===== config.mk =====
export PLATFORM = sky130hd
export DESIGN_NAME = atmospheric_light_inverse
export DESIGN_NICKNAME = d
export VERILOG_FILES = /design/src/rtl/atmospheric_light_inverse.sv
export SDC_FILE = /design/constraint.sdc
export NUM_CORES = 1
export LEC_CHECK = 0
export CAP_MARGIN = 0
export CORE_MARGIN = 8
export CORE_UTILIZATION = 56
export CTS_BUF_LIST = sky130_fd_sc_hd__clkbuf_8
export CTS_CLUSTER_SIZE = 16
export DETAILED_ROUTE_END_ITERATION = 16
export PLACE_DENSITY = 0.8
export SLEW_MARGIN = 20
export SYNTH_ARGS = -nofsm -noshare
export SYNTH_HDL_FRONTEND = slang
export SYNTH_SLANG_ARGS = --single-unit
export TNS_END_PERCENT = 100

===== constraint.sdc =====
create_clock -name clk -period 4.1 [get_ports clk]
set_clock_uncertainty 0.2 [all_clocks]
set_input_delay 0.82 -clock clk [delete_from_list [all_inputs] [get_ports clk]]
set_output_delay 0.82 -clock clk [all_outputs]
set_load 0.02 [all_outputs]

===== src/rtl/atmospheric_light_inverse.sv =====
// Purpose: scaled reciprocal of atmospheric light, Ac_Inv = floor(OMEGA_Q16 / Ac) per channel, Q0.16.
// Latency: 48 cycles from accepted start to done (three 16-cycle restoring divisions, no bubbles).
// Backpressure: none; start is only honoured in IDLE, results held until the next done.
// Optional build macro AC_MIN_CLAMP_EN: clamp latched Ac to AC_MIN before dividing (div_zero tied low).

module atmospheric_light_inverse #(
    parameter logic [15:0] OMEGA_Q16 = 16'd61440,
    parameter logic [7:0]  AC_MIN    = 8'd16
) (
    input  logic        clk,
    input  logic        rst_n,
    input  logic        start,
    input  logic [7:0]  A_R,
    input  logic [7:0]  A_G,
    input  logic [7:0]  A_B,
    output logic        busy,
    output logic        done,
    output logic        div_zero,
    output logic [15:0] Ac_Inv_R,
    output logic [15:0] Ac_Inv_G,
    output logic [15:0] Ac_Inv_B
);

`ifdef AC_MIN_CLAMP_EN
    localparam bit CLAMP_EN = 1'b1;
`else
    localparam bit CLAMP_EN = 1'b0;
`endif

    typedef enum logic [1:0] {
        IDLE = 2'd0,
        DIV  = 2'd1,
        DONE = 2'd2
    } state_t;

    state_t      state_q, state_d;

    // Latched operands; the run never looks at A_* again after start.
    logic [7:0]  a_r_q, a_g_q, a_b_q;
    logic [1:0]  ch_q;
    logic [3:0]  bit_cnt_q;
    // Remainder is always below the 8-bit divisor, so its 9th bit only ever
    // exists transiently inside the trial value.
    logic [7:0]  rem_q;
    logic [15:0] quo_q;
    logic [15:0] sh_r_q, sh_g_q;
    logic        dz_acc_q;
    logic        div_zero_q;
    logic [15:0] inv_r_q, inv_g_q, inv_b_q;

    logic [7:0]  divisor;
    logic [8:0]  trial;
    logic        take_bit;
    logic [7:0]  rem_next;
    logic [15:0] quo_next;
    logic        div_is_zero;
    logic [15:0] chan_res;
    logic        last_bit;

    function automatic logic [7:0] clamp_ac(input logic [7:0] a);
        return (CLAMP_EN && (a < AC_MIN)) ? AC_MIN : a;
    endfunction

    // One restoring-division step for the channel currently selected.
    always_comb begin
        divisor = a_r_q;
        case (ch_q)
            2'd1:    divisor = a_g_q;
            2'd2:    divisor = a_b_q;
            default: divisor = a_r_q;
        endcase
        trial       = {rem_q, quo_q[15]};
        take_bit    = (trial >= {1'b0, divisor});
        // When the subtraction happens the result is < divisor, so 8 bits suffice.
        rem_next    = take_bit ? (trial[7:0] - divisor) : trial[7:0];
        quo_next    = {quo_q[14:0], take_bit};
        div_is_zero = !CLAMP_EN && (divisor == 8'd0);
        chan_res    = div_is_zero ? 16'hFFFF : quo_next;
        last_bit    = (bit_cnt_q == 4'd0);
    end

    // State register.
    always_ff @(posedge clk) begin
        if (!rst_n) begin
            state_q <= IDLE;
        end else begin
            state_q <= state_d;
        end
    end

    // Next-state: DIV runs until the last bit of the blue channel, DONE is a single cycle.
    always_comb begin
        state_d = state_q;
        case (state_q)
            IDLE:    if (start) state_d = DIV;
            DIV:     if (last_bit && (ch_q == 2'd2)) state_d = DONE;
            DONE:    state_d = IDLE;
            default: state_d = IDLE;
        endcase
    end

    // Datapath: operand latch, iterative divider, shadow registers and published results.
    always_ff @(posedge clk) begin
        if (!rst_n) begin
            a_r_q      <= 8'd0;
            a_g_q      <= 8'd0;
            a_b_q      <= 8'd0;
            ch_q       <= 2'd0;
            bit_cnt_q  <= 4'd0;
            rem_q      <= 8'd0;
            quo_q      <= 16'd0;
            sh_r_q     <= 16'd0;
            sh_g_q     <= 16'd0;
            dz_acc_q   <= 1'b0;
            div_zero_q <= 1'b0;
            inv_r_q    <= 16'd0;
            inv_g_q    <= 16'd0;
            inv_b_q    <= 16'd0;
        end else begin
            case (state_q)
                IDLE: begin
                    if (start) begin
                        a_r_q      <= clamp_ac(A_R);
                        a_g_q      <= clamp_ac(A_G);
                        a_b_q      <= clamp_ac(A_B);
                        ch_q       <= 2'd0;
                        bit_cnt_q  <= 4'd15;
                        rem_q      <= 8'd0;
                        quo_q      <= OMEGA_Q16;
                        dz_acc_q   <= 1'b0;
                        div_zero_q <= 1'b0;
                    end
                end
                DIV: begin
                    rem_q     <= rem_next;
                    quo_q     <= quo_next;
                    bit_cnt_q <= last_bit ? 4'd15 : (bit_cnt_q - 4'd1);
                    if (last_bit) begin
                        dz_acc_q <= dz_acc_q | div_is_zero;
                        rem_q    <= 8'd0;
                        quo_q    <= OMEGA_Q16;
                        ch_q     <= ch_q + 2'd1;
                        case (ch_q)
                            2'd0: sh_r_q <= chan_res;
                            2'd1: sh_g_q <= chan_res;
                            default: begin
                                // Blue finishes now: publish all three at once.
                                inv_r_q    <= sh_r_q;
                                inv_g_q    <= sh_g_q;
                                inv_b_q    <= chan_res;
                                div_zero_q <= dz_acc_q | div_is_zero;
                                ch_q       <= 2'd0;
                            end
                        endcase
                    end
                end
                default: ;
            endcase
        end
    end

    assign busy     = (state_q == DIV);
    assign done     = (state_q == DONE);
    assign div_zero = div_zero_q;
    assign Ac_Inv_R = inv_r_q;
    assign Ac_Inv_G = inv_g_q;
    assign Ac_Inv_B = inv_b_q;

endmodule


==> results of run 1 <==
[how the worst max path moves through the flow]
stage	startpoint	to	slack (ps)	cells after the start
final	ch_q[1]	rem_q[1]	320	11
after global routing	ch_q[1]	rem_q[1]	90	11
after CTS	ch_q[0]	Ac_Inv_B[0]	190	11
after global placement	ch_q[0]	Ac_Inv_B[0]	330	11
after floorplan	ch_q[0]	rem_q[0]	510	12
after detailed placement	ch_q[0]	Ac_Inv_B[0]	200	11
[flip-flops by register name, summed over array words and instances, names as in the netlist, 4 cells and up]
register and cells:
quo_q 16, Ac_Inv_B 16, a_g_q 8, a_r_q 8
Ac_Inv_G 16, rem_q 8, sh_g_q 16, bit_cnt_q 4
a_b_q 8, Ac_Inv_R 16, sh_r_q 16
[kinds of logic after synthesis]
kind of cell,after synthesis
adders and majority gates,14
xor gates and xnor gates,4
DFF,138
muxes,11
and+or+nand+nor,254
buffers and inverters,56
AOI/OAI and AO/OA,169
[layer usage]
metal	track usage (%)	share of wire (%)	vias to the layer above
met4	8.58	2.1	0
li1	-	-	2353
met5	0	0	-
met2	33.2	48	171
met1	25.5	43	2208
met3	6.46	7.1	27
[Yosys cell counts (all sizes together) (2+ instances only)]
master    n  area [µm²]
a211o     3        26.3
nor3      4        20.0
xor2      3        26.3
o221a     5        56.3
ha       12         150
and2      2        12.5
a32o      2        20.0
clkbuf   40         150
o31ai     2        15.0
a22o      6        60.1
buf       6        47.5
dfxtp   138        2760
nor2b     3        18.8
or3       5        31.3
nand2b    3        18.8
or2       2        12.5
inv      10        37.5
o211ai    2        15.0
a21oi    68         340
nor2     93         349
a32oi     3        26.3
a22oi    14         105
nand2   125         469
mux2i    10         100
o21ai    10        50.1
nand4     3        18.8
and3      7        45.1
a211oi   47         358
[timing repair]
action                                  CTS  global route
gates resized for setup                   0             1
setup buffers                             0             0
endpoints found under the setup margin    0             7
[critical path, stage by stage, from the launching register on]
cell	delay, ps
dfxtp_1	360
inv_1	90
ha_2	540
mux2i_1	420
ha_1	320
and4_1	180
or3_1	350
maj3_1	370
a31oi_2	310
buf_4	240
mux2i_1	200
o21ai_0	90
[per-stage QoR]
| step | setup slack [ps] | util, % | hold WS (ps) |
|---|---|---|---|
| final | 321 | 69.5 | 254 |
| after global routing | 87.4 | 69.5 | 268 |
| after CTS | 189 | 69.4 | 257 |
| after detailed placement | 196 | 65.3 | 245 |
| after global placement | 332 | 65.3 | 242 |
| after floorplan | 507 | - | 229 |
[power breakdown]
group	total [mW]	switching, mW	internal [mW]
sequential	1.42	0.0344	1.39
combinational	0.452	0.275	0.177
clock	1.12	0.507	0.609
total	2.99	0.817	2.17
[final cells by class]
cell class,instances,area [µm²]
Fill cell,771,2960
Timing Repair Buffer,82,821
Clock buffer,18,248
Clock inverter,13,153
Inverter,10,38.8
Sequential cell,138,2760
Tap cell,133,166
Multi-Input combinational cell,452,2540
==> metrics.md, run 1 <==
| Metric | Value |
|---|---|
| Status | finished, final reports clean |
| Placed cell area | 6320 µm² |
| Final ANT Viol Nets | 0 |
| Die area | around 13000 µm² |
| First-pass DRT Iterations | 5 |
| WS Path Type | register to register |
| Mapped Nets | ~700 |
| Hold Fails Final Rpt | 0 |
| Worst min path class | register to register |
| Avg Cell Area, Syn | roughly 8.6 µm² |
| Worst-skew pair later-pin latency | between 400 and 500 ps |
| Via density per instance | 5.63 |
| RR Startpoint | ch_q[1] |
| H-Tree Level Count | 4 |
| FF-to-FF End | rem_q[1] |
| Final worst-path cycle share | 92.2% |
| Leak | approximately 2.4 nW |
| Post-synth cell types | 51 |
| First-pass GRT wire length | ~22000 µm |
| Post-synth EDFFs | 0 |
| Seq/Total Area, Yosys | around 50% |
| Post-route design area | around 6700 µm² |
| Min-delay src | Ac_Inv_G[1] |
| Final Power | between 2 and 3 mW |
| Xor/xnor share of the synthesized area | less than 1% |
| Reg clk slew, reported paths | 70 ps |
| Post-synthesis compound-gate area fraction | roughly a fifth |
| Dpl hpwl | between 9000 and 10000 µm |
| TNS Setup | 0 ps |
| CTS tree | yes |
| GRT Residual Overflow | 0 |
| Starting Density | between 50% and 60% |
| Die Y | roughly 120 µm |
| Minimum clock period | 3780 ps |
| Total wire length | about 13000 µm |
| Multiplexer area fraction after synthesis | 2.01% |
| Max Freq | between 200 and 300 MHz |
| Final GP Congestion | about 0.94 |
| Share of post-route cells with drive strength above 1 | 7.99% |
| Req. time, crit path | 4220 ps |
| Number of global-route vias before repair | 4489 |
| Routed length per instance | around 16 µm |
| Cts bufs inserted | 17 |
| Area grow syn2layout | 21.7% |
| Most used DFF post-synth | dfxtp_1 |
| # clock sinks | approximately 140 |
| R2R setup slack | between 300 and 400 ps |
| Violation count after the first detailed-route iteration | ~340 |
| Bufs on Longest Clock Path | 2 |
| CP startpoint kind | register |
| R2R cell count | 11 |
| Core area | 9680 µm² |
| Worst hold endpoint | Ac_Inv_G[1] |
| Seq cells post-synth | ~140 |
| Leading cell types in the layout, fill and taps excluded | dfxtp_1, nand2_1, nor2_1, clkdlybuf4s50_1, a21oi_1 |
| # rows | 36 |
| Clk root buf | clkbuf_8 |
| Yosys Warn Count | 0 |
| Maximum VDD drop | between 0.3 and 0.4 mV |
| Vias after detailed routing | approximately 4800 |
| Setup-failing EPs final | 0 |
| Synth async-reset ratio | 0% |
| Worst setup EP type | register |
| Max cap viols | 0 |
| Worst-Margin Slew | about 860 ps |
| Max-slew violation count | 0 |
| Simple-Gate Fraction of Synth Area | about a fifth |
| Slew margin rel. | 42.5% |
| Cts hold-fix bufs | 0 |
| Top-level I/O count | 78 |
| Die width | between 100 and 150 µm |
| Diodes inserted | 0 |
| Most common cell after layout, fill and taps aside | dfxtp_1 |
| Worst hold stages | 2 |
| Initial antenna violation count | 0 |
| Port bufs | 77 |
| Final std cells w/o fill | 846 |
| Data arrival, critical path | 3900 ps |
| Cell area power density | roughly 440 nW/µm² |
| Nets@finish | roughly 740 |
| Post-Syn Area | 5530 µm² |
| Post-Synth Adder-Cell Area | under 10% |
| Main combinational cell family by area after synthesis | compound AO/OA/AOI/OAI gates |
| Largest net degree at the start of global routing | approximately 110 |
| GRT Total Usage | a little over a fifth |
| Post-synthesis cell count | ~650 |
| Drt drc | 0 |
| Critical path peak fanout | 15 |
| Dpl cells | about 820 |
| RSZ-0062 raised after global routing | false |
Power figures use the tool's default switching activity.
==> run 2: changes to the inputs <==
CAP_MARGIN = not set   (was 0)
SLEW_MARGIN = 15   (was 20)
==> metrics.md, run 2 (same netlist as run 1, synthesis figures left out) <==
| Metric | Value |
|---|---|
| Worst-skew pair later-pin latency | 440 ps (about the same) |
| Top-level I/O count | 78 (unchanged) |
| FF-to-FF End | rem_q[1] |
| Die area | 13300 µm² (unchanged) |
| Status | finished, final reports clean |
| Max Freq | 265 MHz (about the same) |
| # clock sinks | 138 (unchanged) |
| Leading cell types in the layout, fill and taps excluded | dfxtp_1, nand2_1, nor2_1, clkdlybuf4s50_1, a21oi_1 |
| Hold Fails Final Rpt | 0 (unchanged) |
| Internal power | 2.17 mW (about the same) |
| First-pass DRT Iterations | 5 (unchanged) |
| Diodes inserted | 0 (unchanged) |
| WS Path Type | register to register |
| Die Y | 115 µm (unchanged) |
| Max-slew violation count | 0 (unchanged) |
| Worst min path class | register to register |
| Final worst-path cycle share | 92.2% (about the same) |
| RR Startpoint | ch_q[1] |
| Max cap viols | 0 (unchanged) |
| Leak | 2.36 nW (about the same) |
| Area grow syn2layout | 21.7% (about the same) |
| CTS tree | yes |
| Dpl cells | 815 (unchanged) |
| R2R setup slack | 320 ps (about the same) |
| Minimum clock period | 3780 ps (-0.00700 ps) |
| Most common cell after layout, fill and taps aside | dfxtp_1 |
| Reg clk slew, reported paths | 70 ps (about the same) |
| Initial antenna violation count | 0 (unchanged) |
| NetSw | 816 µW (about the same) |
| Final Power | 2.99 mW (about the same) |
| Data arrival, critical path | 3900 ps (about the same) |
| Clk root buf | clkbuf_8 |
| Critical path peak fanout | 15 (unchanged) |
| Vias after detailed routing | 4760 (+0.021%) |
| Sw Ratio | 27.3% (about the same) |
| Nets@finish | 741 (unchanged) |
| Cts hold-fix bufs | 0 (unchanged) |
| Bufs on Longest Clock Path | 2 (unchanged) |
| Die width | 115 µm (unchanged) |
| Placed cell area | 6320 µm² (unchanged) |
| Core area | 9680 µm² (unchanged) |
| GRT Residual Overflow | 0 (unchanged) |
| Worst Setup EP | rem_q[1] |
| Number of global-route vias before repair | 4489 (unchanged) |
| CP startpoint kind | register |
| H-Tree Level Count | 4 (unchanged) |
| # resized after CTS | 0 (unchanged) |
| Logic pwr share | 15.1% (about the same) |
| Sequential share of power | 47.5% (about the same) |
| Crit. Startpoint | ch_q[1] |
| Req. time, crit path | 4220 ps (about the same) |
| TNS Setup | 0 ps (unchanged) |
| Setup-failing EPs final | 0 (unchanged) |
| Final ANT Viol Nets | 0 (unchanged) |
| Largest net degree at the start of global routing | 113 (unchanged) |
| Dpl hpwl | 9290 µm (unchanged) |
| GRT Total Usage | 20.8% (unchanged) |
| Port bufs | 77 (unchanged) |
| Worst-Margin Slew | 1140 ps (+285 ps) |
| Via density per instance | 5.63 (about the same) |
| Total wire length | 13500 µm (about the same) |
| RSZ-0062 raised after global routing | false |
| R2R cell count | 11 (unchanged) |
| # rows | 36 (unchanged) |
| Starting Density | 57.1% (unchanged) |
| Drt drc | 0 (unchanged) |
| Routed length per instance | 15.9 µm (about the same) |
| Final std cells w/o fill | 846 (unchanged) |
| Slew margin rel. | 23.7% (-19 points) |
| Post-CTS setup repair buffer count | 0 (unchanged) |
| Clock power share | 37.3% (about the same) |
| Final GP Congestion | 0.936 (unchanged) |
| Worst setup EP type | register |
| Maximum VDD drop | 0.344 mV (about the same) |
| Cell area power density | 444 nW/µm² (about the same) |
| Post-route design area | 6730 µm² (about the same) |
| Cts bufs inserted | 17 (unchanged) |
| First-pass GRT wire length | 21800 µm (unchanged) |
| Violation count after the first detailed-route iteration | 345 (+0.29%) |
| Share of post-route cells with drive strength above 1 | 7.85% (-0.14 points) |
run 2: cell counts in the layout (fill, tap and decap cells not counted):
Identical to the previous run, type by type.
run 2: power by group through the flow:
stage | logic, mW | registers, mW | clock network, mW
global placement | 0.427 | 1.45 | 0
finish | 0.452 | 1.42 | 1.12
CTS | 0.447 | 1.42 | 1.13
global route | 0.491 | 1.43 | 1.20
floorplan | 0.327 | 1.44 | 0
detailed placement | 0.443 | 1.45 | 0
run 2: how the worst min path moves through the flow:
stage / startpoint / endpoint / depth (start not counted)
detailed placement: sh_g_q[8] / Ac_Inv_G[8] / 2
global placement: sh_r_q[14] / Ac_Inv_R[14] / 2
CTS: Ac_Inv_G[1] / Ac_Inv_G[1] / 2
floorplan: sh_g_q[0] / Ac_Inv_G[0] / 2
finish: Ac_Inv_G[1] / Ac_Inv_G[1] / 2
global route: a_g_q[4] / a_g_q[4] / 2
run 2: routing by layer:
metal	part of all wire [%]	GRT usage, %	routed length, µm
met4	2.1	8.58	281
met2	48	33.2	6490
met5	0	0	0
met3	7.1	6.46	951
met1	43	25.5	5740
run 2: final cells by class:
type | count | area [µm²]
Clock buffer | 18 | 248
Clock inverter | 13 | 153
Fill cell | 772 | 2960
Inverter | 10 | 38.8
Multi-Input combinational cell | 452 | 2540
Sequential cell | 138 | 2760
Tap cell | 133 | 166
Timing Repair Buffer | 82 | 821
run 2: per-stage QoR:
| step | util [%] | setup slack (ps) | hold slack (ps) |
|---|---|---|---|
| after floorplan | - | 507 | 229 |
| after CTS | 69.4 | 189 | 257 |
| after global routing | 69.5 | 87.4 | 268 |
| after detailed placement | 65.3 | 196 | 245 |
| final | 69.5 | 321 | 254 |
| after global placement | 65.3 | 332 | 242 |
run 2: critical path, cell delays in order (launching register included):
cell and delay [ps]:
dfxtp_1 360, inv_1 90, ha_2 540, mux2i_1 420
ha_1 320, and4_1 180, or3_1 350, maj3_1 370
a31oi_2 310, buf_4 240, mux2i_1 200, o21ai_0 90
==> run 3: changes to the inputs <==
CORE_UTILIZATION = 54   (was 56)
CTS_BUF_LIST = not set   (was sky130_fd_sc_hd__clkbuf_8)
PLACE_DENSITY = 0.77   (was 0.8)
==> metrics.md, run 3 (same netlist as run 1, synthesis figures left out) <==
| Metric | Value |
|---|---|
| Status | finished, final reports clean |
| Cts bufs inserted | 17 (unchanged) |
| Max cap viols | 0 (unchanged) |
| Diodes inserted | 0 (unchanged) |
| Slew margin rel. | 27.1% (+3.5 points) |
| Dpl hpwl | 9330 µm (+0.43%) |
| Die Y | 117 µm (+1.6%) |
| Starting Density | 54.5% (-2.6 points) |
| Share of post-route cells with drive strength above 1 | 8.52% (+0.67 points) |
| FF-to-FF End | rem_q[3] |
| Sequential Area | 2760 µm² (unchanged) |
| Nets@finish | 744 (+0.40%) |
| Minimum clock period | 3820 ps (+39.3 ps) |
| Maximum VDD drop | 0.307 mV (-11%) |
| R2R cell count | 11 (unchanged) |
| Critical path peak fanout | 15 (unchanged) |
| Port bufs | 77 (unchanged) |
| Final ANT Viol Nets | 0 (unchanged) |
| Fillcell total | 786 (+1.8%) |
| Slowest stage delay, CP | 530 ps (about the same) |
| Core area | 10100 µm² (+4.7%) |
| Violation count after the first detailed-route iteration | 295 (-14%) |
| RSZ-0062 raised after global routing | false |
| Worst setup EP type | register |
| CP startpoint kind | register |
| Drt drc | 0 (unchanged) |
| Cell area power density | 487 nW/µm² (+9.6%) |
| Req. time, crit path | 4290 ps (+70 ps) |
| Clk root buf | clkbuf_8 |
| First-pass DRT Iterations | 5 (unchanged) |
| Final GP Congestion | 0.938 (+0.16%) |
| Top-level I/O count | 78 (unchanged) |
| Setup-failing EPs final | 0 (unchanged) |
| CTS tree | yes |
| Worst-path cell with the longest stage delay | ha_2 |
| GRT Residual Overflow | 0 (unchanged) |
| Max Freq | 262 MHz (-1.0%) |
| Area grow syn2layout | 25.5% |
| Multi-input gate area | 2530 µm² (-0.15%) |
| Worst hold endpoint | Ac_Inv_R[10] |
| Worst-skew pair later-pin latency | 520 ps (+80 ps) |
| H-Tree Level Count | 4 (unchanged) |
| Cts hold-fix bufs | 0 (unchanged) |
| Die area | 13700 µm² (+3.2%) |
| Data arrival, critical path | 4010 ps (+110 ps) |
| Worst min path class | register to register |
| Bufs on Longest Clock Path | 2 (unchanged) |
| Worst hold stages | 2 (unchanged) |
| Initial antenna violation count | 0 (unchanged) |
| # rows | 37 (+2.8%) |
| Leading cell types in the layout, fill and taps excluded | dfxtp_1, nand2_1, nor2_1, clkdlybuf4s50_1, a21oi_1 |
| Vias after detailed routing | 4738 (-0.46%) |
| Final worst-path cycle share | 93.1% (+0.96 points) |
| Hold Fails Final Rpt | 0 (unchanged) |
| Cells along the critical path | inv_1 -> ha_2 -> mux2i_1 -> ha_1 -> and4_1 -> or3_1 -> maj3_1 -> a31oi_2 -> buf_4 -> mux2i_1 -> o21ai_0 |
| Cell mode on critical path | mux2i_1 |
| Min-delay src | Ac_Inv_R[10] |
| Worst-Margin Slew | 1090 ps (-51.9 ps) |
| # clock sinks | 138 (unchanged) |
| Most common cell after layout, fill and taps aside | dfxtp_1 |
| TNS Setup | 0 ps (unchanged) |
| Utilization after layout | 68.4% (-1.0 points) |
| R2R setup slack | 280 ps (-40 ps) |
| Leak | 2.46 nW (+4.2%) |
| GRT Total Usage | 20.0% (-0.84 points) |
| Via density per instance | 5.56 (-1.2%) |
| RR Startpoint | ch_q[0] |
| First-pass GRT wire length | 21500 µm (-1.4%) |
| Number of global-route vias before repair | 4369 (-2.7%) |
| WS Path Type | register to register |
| Routed length per instance | 15.6 µm (-2.1%) |
| Max-slew violation count | 0 (unchanged) |
| Reg clk slew, reported paths | 60 ps (about the same) |
| Die width | 117 µm (+1.6%) |
| Total wire length | 13300 µm (-1.4%) |
| Largest net degree at the start of global routing | 62 (-45%) |
[run 3: final cells by class]
cell class	count	share of cell area, %
clock buffers	20	6.42
clock inverters	11	2.07
inverters	10	0.559
multi-input cells	452	36.5
flip-flops and latches	138	39.8
well taps	136	2.45
repair buffers	85	12.2
[run 3: how the worst max path moves through the flow]
stage,startpoint,end,cells past startpoint
after global routing,ch_q[0],rem_q[1],11
final,ch_q[0],rem_q[3],11
after detailed placement,ch_q[0],rem_q[3],11
after floorplan,ch_q[0],rem_q[0],12
after global placement,ch_q[0],rem_q[3],11
after CTS,ch_q[0],rem_q[3],11
[run 3: through the flow]
stage / cells / power [mW] / setup WS [ps] / hold slack [ps] / area, µm²
finish: 852 / 3.38 / 282 / 252 / 6940
global route: 852 / 3.51 / 84.3 / 268 / 6940
CTS: 852 / 3.39 / 175 / 255 / 6940
detailed placement: 821 / 1.89 / 174 / 247 / 6350
global placement: 821 / 1.88 / 322 / 239 / 6350
floorplan: 646 / 1.77 / 507 / 229 / 5530
[run 3: worst max-delay path: cells and delay by family (launching register included)]
| kind | cells | cell delay [ps] |
|---|---|---|
| fa+ha+maj | 3 | 1210 |
| mux | 2 | 600 |
| simple gates | 2 | 530 |
| compound gates | 2 | 450 |
| flops | 1 | 360 |
| buf+inv | 2 | 330 |
[run 3: report_power, final]
group | total [mW] | internal (mW) | switching [mW]
Sequential | 1.42 | 1.39 | 0.0333
Combinational | 0.448 | 0.178 | 0.270
Clock | 1.51 | 0.954 | 0.555
Total | 3.38 | 2.52 | 0.858
[run 3: timing repair]
action / 4_1_cts / 5_1_grt
endpoints found under the setup margin: 0 / 3
buffers inserted: 0 / 0
gates resized for setup: 0 / 1
hold endpoints to repair: 0 / 0
[run 3: layer usage]
metal | global-route usage (%) | wire, µm | vias up | share of wire (%)
li1 | - | - | 2363 | -
met1 | 25.3 | 5910 | 2211 | 45
met2 | 31.6 | 6190 | 138 | 47
met3 | 4.82 | 835 | 26 | 6.3
met4 | 9.04 | 331 | 0 | 2.5
met5 | 0 | 0 | - | 0
